--- src/rtl/irom_read_arbiter.sv ---
// Shares one IROM read port between IF and LS; grant is combinational, data returns RD_LATENCY clocks later.
// No response backpressure; fixed priority LS>IF with starvation guard, or round-robin when IROM_ARB_RR_EN is defined.
module irom_read_arbiter #(
  parameter int ADDR_WIDTH   = 8,
  parameter int DATA_WIDTH   = 32,
  parameter int RD_LATENCY   = 1,
  parameter int STARVE_LIMIT = 4
) (
  input  logic                  clk,
  input  logic                  rst,
  input  logic                  if_req,
  input  logic [ADDR_WIDTH-1:0] if_addr,
  output logic                  if_gnt,
  input  logic                  if_flush,
  output logic                  if_rvalid,
  input  logic                  ls_req,
  input  logic [ADDR_WIDTH-1:0] ls_addr,
  output logic                  ls_gnt,
  output logic                  ls_rvalid,
  output logic [DATA_WIDTH-1:0] rd_data,
  output logic [ADDR_WIDTH-1:0] rom_addr,
  input  logic [DATA_WIDTH-1:0] rom_rd_data
);

  localparam logic OWN_IF = 1'b0;
  localparam logic OWN_LS = 1'b1;

  logic                  w_ls_wins;
  logic [ADDR_WIDTH-1:0] r_addr;
  logic [RD_LATENCY-1:0] r_pipe_vld;
  logic [RD_LATENCY-1:0] r_pipe_own;
  logic                  w_out_vld;
  logic                  w_out_own;

`ifdef IROM_ARB_RR_EN
  logic r_last_owner;

  assign w_ls_wins = (r_last_owner == OWN_IF);

  always_ff @(posedge clk or posedge rst) begin
    if (rst) begin
      r_last_owner <= OWN_IF;
    end else if (if_gnt) begin
      r_last_owner <= OWN_IF;
    end else if (ls_gnt) begin
      r_last_owner <= OWN_LS;
    end
  end
`else
  logic [3:0] r_starve_cnt;

  // IF only takes precedence once LS has won STARVE_LIMIT times in a row.
  assign w_ls_wins = (r_starve_cnt != 4'(STARVE_LIMIT));

  always_ff @(posedge clk or posedge rst) begin
    if (rst) begin
      r_starve_cnt <= 4'd0;
    end else if (!if_req || if_gnt) begin
      r_starve_cnt <= 4'd0;
    end else if (ls_gnt && (r_starve_cnt != 4'hF)) begin
      r_starve_cnt <= r_starve_cnt + 4'd1;
    end
  end
`endif

  assign if_gnt = !rst && if_req && (!ls_req || !w_ls_wins);
  assign ls_gnt = !rst && ls_req && (!if_req || w_ls_wins);

  assign rom_addr = if_gnt ? if_addr : (ls_gnt ? ls_addr : r_addr);

  always_ff @(posedge clk or posedge rst) begin
    if (rst) begin
      r_addr <= '0;
    end else if (if_gnt || ls_gnt) begin
      r_addr <= rom_addr;
    end
  end

  // Flush kills IF entries already in the pipe; this cycle's grant enters stage 0 untouched.
  always_ff @(posedge clk or posedge rst) begin
    if (rst) begin
      r_pipe_vld <= '0;
      r_pipe_own <= '0;
    end else begin
      r_pipe_vld[0] <= if_gnt || ls_gnt;
      r_pipe_own[0] <= ls_gnt;
      for (int k = 1; k < RD_LATENCY; k++) begin
        r_pipe_vld[k] <= r_pipe_vld[k-1] && !(if_flush && (r_pipe_own[k-1] == OWN_IF));
        r_pipe_own[k] <= r_pipe_own[k-1];
      end
    end
  end

  assign w_out_vld = r_pipe_vld[RD_LATENCY-1];
  assign w_out_own = r_pipe_own[RD_LATENCY-1];

  assign if_rvalid = w_out_vld && (w_out_own == OWN_IF) && !if_flush;
  assign ls_rvalid = w_out_vld && (w_out_own == OWN_LS);
  assign rd_data   = rom_rd_data;

endmodule
--- config.mk ---
export PLATFORM = sky130hd
export DESIGN_NAME = irom_read_arbiter
export DESIGN_NICKNAME = d
export VERILOG_FILES = /design/src/rtl/irom_read_arbiter.sv
export SDC_FILE = /design/constraint.sdc
export NUM_CORES = 1
export LEC_CHECK = 0
export CAP_MARGIN = 0
export CORE_MARGIN = 2
export CORE_UTILIZATION = 32
export CTS_CLUSTER_SIZE = 25
export DETAILED_ROUTE_END_ITERATION = 12
export PLACE_DENSITY = 0.85
export SYNTH_ARGS = -nofsm -noshare
export SYNTH_HDL_FRONTEND = slang
export SYNTH_SLANG_ARGS = --single-unit
--- constraint.sdc ---
create_clock -name clk -period 5.3 [get_ports clk]
set_input_delay 1.06 -clock clk [delete_from_list [all_inputs] [get_ports clk]]
set_output_delay 1.06 -clock clk [all_outputs]
set_load 0.03 [all_outputs]
==> results.json <==
{
  "root_buffer_cell": "clkbuf_4",
  "clock_buffers_created_by_tritoncts": 3,
  "placement.setup.worst_slack_ps": 801,
  "netSwitchingFraction_pct": 29.1,
  "final_layout_size_suffix_gt1_share_pct": 6.73,
  "coreArea_mm2": 0.00303,
  "crit_chain": "clkdlybuf4s50_1 > inv_1 > and3_1 > a21o_1 > clkdlybuf4s50_1",
  "min-delay-start": "r_starve_cnt[1]",
  "crit_arrival_ps": 3390,
  "reg2reg_end": "r_addr[0]",
  "leakage_nw": 0.582,
  "die_height_um": 60.3,
  "power.density_cell_area_mw_per_mm2": 249,
  "timing.final.max_slew_violations": 0,
  "status": "finished clean",
  "synth_fp_nets": 157,
  "floorplan.initialDensity_pct": 33.5,
  "main_combinational_cell_family_by_area_after_synthesis": "buffers and inverters",
  "timing.critical_path.slowest_cell_delay_ps": 680,
  "synthesis.area_mm2": 0.00101,
  "ioPinCount": 97,
  "clock_power_share_pct": 27.3,
  "critPathCaptureType": "output pin",
  "detail_route.first_pass.iterations": 3,
  "synth_ff_type": "dfrtp_1",
  "final-setup-viol-count": 0,
  "drt-vias-per-instance": 4.63,
  "cts_tree": "done",
  "die_w_um": 60.3,
  "ff_latch_area_um2": 350,
  "max-clock-path-buffers": 2,
  "finalNetCount": 160,
  "setup_bufs_post_cts": 0,
  "worstSkewPairLatency_ps": 290,
  "gr-total-overflow": 0,
  "dieArea_mm2": 0.00363,
  "n_antenna_cell": 0,
  "finalClockSkew_ps": 8.57,
  "timing.setup.tns_ps": 0,
  "area_delta_synth_final_pct": 14.6,
  "vdd_ir_max_uv": 87.2,
  "fmax_mhz": 225,
  "dr_total_vias": 685,
  "worst-setup-path-type": "input port to output pin",
  "yosys_warnings": 0,
  "postRouteAntennaNets": 0,
  "timing.critical_path.slowest_stage_cell": "clkdlybuf4s50_1",
  "drt_iter0_markers": 26,
  "grt_antenna_before_repair": 0,
  "port_buffers": 32,
  "crit_fanout": 17,
  "total_power_w": 0.000289,
  "worst_hold_path.num_cells": 2,
  "route.detailed.drc": 0,
  "final.fill_count": 302,
  "async_flop_share_pct": 100,
  "grt_setup_unrepaired": "false",
  "synthesized_area_fraction_occupied_by_adder_cells_pct": 2.47,
  "post_cts_resize_count": 0,
  "groute.usage.overall_pct": 12.0,
  "multi_input_comb_area_um2": 377,
  "worst_ep_required_time_ps": 4240,
  "max_cap_viol": 0,
  "maximum_number_of_pins_on_one_net_before_global_route_repair": 18,
  "core.rowCount": 20,
  "min_path_type": "flip-flop to flip-flop",
  "final_routed_wire_length_divided_by_cell_count_um": 13.8,
  "power.internal_w": 0.000205,
  "post_synth.cell_area_avg_um2": 9.94,
  "crit-reg2reg-launch": "r_starve_cnt[0]",
  "synthDistinctLibCells": 27,
  "timing.slew.headroom_pct": 57.7,
  "fin_crit_ps": 4450,
  "wirelength_mm": 2.05,
  "synth_compound_gate_area_share_pct": 24.1,
  "synth_enable_flop_cells": 0,
  "number_of_synthesized_register_bits": 14,
  "clock_tree.htree_level_count": 1,
  "postLayoutSetupSlackWorst_ps": 851,
  "critical_path.most_common_cell": "clkdlybuf4s50_1",
  "postCtsHoldBufs": 0,
  "switchingPower_w": 0.0000841,
  "hold_viol": 0,
  "seq_power_share_pct": 41.3,
  "first_pass_grt_wire_length_mm": 3.22,
  "clock_sink_count": 14,
  "timing.reg2reg.worst_path_depth": 7,
  "synth_xor_xnor_area_share_pct": 0.864,
  "whs_endpoint": "r_starve_cnt[1]",
  "yosysSeqAreaShare_pct": 34.6,
  "hpwlAfterDp_mm": 1.65,
  "power.combinational.fraction_pct": 31.4,
  "synth.area.mux_share_pct": 0,
  "worstMarginPinSlew_ps": 630,
  "finalWeightedCongestion": 0.745,
  "first_global_vias": 701,
  "min_period_over_period_pct": 83.9,
  "synthSimpleGateAreaFrac_pct": 9.75,
  "clkSlewWorstSetupHoldPaths_ps": 90,
  "timing.reg2reg.setup_slack_ps": 3600,
  "critical_path.startpoint_type": "input port",
  "synth_cells": 102
}
cell type report:
cell class	instances	area share (%)
repair buffers	33	28.2
flip-flops and latches	14	30.2
inverters	4	1.29
clock buffers	4	3.13
multi-input cells	49	32.4
well taps	44	4.74
placed cells by master, fill, tap and decap left out, types with 2 or more instances in the layout:
master / instances
clkbuf_4: 3
nor2b_1: 2
a22o_1: 8
inv_1: 4
a21o_1: 16
nand3_1: 3
ha_1: 2
clkdlybuf4s50_1: 32
dfrtp_1: 14
a21oi_1: 3
cell usage after synthesis, drive strengths merged, types with 2 or more instances:
cell,n,area [um2]
buf,35,272
ha,2,25.0
inv,4,15.0
o21ai,2,10.0
a21bo,2,20.0
dfrtp,14,350
nor2b,2,12.5
a22o,8,70.1
nand3,3,15.0
a21o,16,120
a21oi,3,15.0
critical path: cells and delay by family:
family / cells / cell delay, ps
AOI/OAI and AO/OA: 1 / 200
buffers and inverters: 3 / 1520
and+or+nand+nor: 1 / 600
power groups by stage:
stage | logic [W] | registers [W] | clock network, W
finish | 0.0000907 | 0.000119 | 0.0000789
global route | 0.0000982 | 0.000120 | 0.0000836
CTS | 0.0000916 | 0.000119 | 0.0000794
detailed placement | 0.0000912 | 0.000121 | 0
global placement | 0.0000898 | 0.000121 | 0
floorplan | 0.0000981 | 0.000120 | 0
cell families after synthesis:
family / count (synthesis)
XOR/XNOR: 1
buffers and inverters: 39
AND/OR/NAND/NOR: 14
adder cells (fa/ha/maj): 2
flip-flops: 14
AO/OA/AOI/OAI: 32
sequential cells by signal, indices dropped and copies added, names as in the netlist:
| signal | count |
|---|---|
| r_pipe_own | 1 |
| r_pipe_vld | 1 |
| r_starve_cnt | 4 |
| r_addr | 8 |
how the worst max path moves through the flow:
stage,start,to,slack (ps),cells after the start
after floorplan,rst,rom_addr[0],2050,5
after global placement,rst,rom_addr[0],880,5
after detailed placement,rst,rom_addr[0],800,6
after CTS,rst,rom_addr[0],800,5
after global routing,rst,rom_addr[0],610,5
final,rst,rom_addr[0],850,5
stage by stage:
stage | std cells | hold WS (ps) | area, um2 | utilization (%)
3_5_place_dp | 144 | 562 | 1120 | 37.1
2_1_floorplan | 102 | 537 | 1010 | -
4_1_cts | 148 | 573 | 1160 | 38.3
3_3_place_gp | 144 | 545 | 1120 | 37.1
6_report | 148 | 569 | 1160 | 38.3
5_1_grt | 148 | 621 | 1160 | 38.3
routing by layer:
layer  track usage [%]  share of wire (%)  vias to the layer above
met4              6.98                1.8                        0
li1                  -                  -                      326
met1              15.1                 38                      320
met5                 0                  0                        -
met2              17.4                 48                       34
met3              4.55                 13                        5
Power figures use the tool's default switching activity.
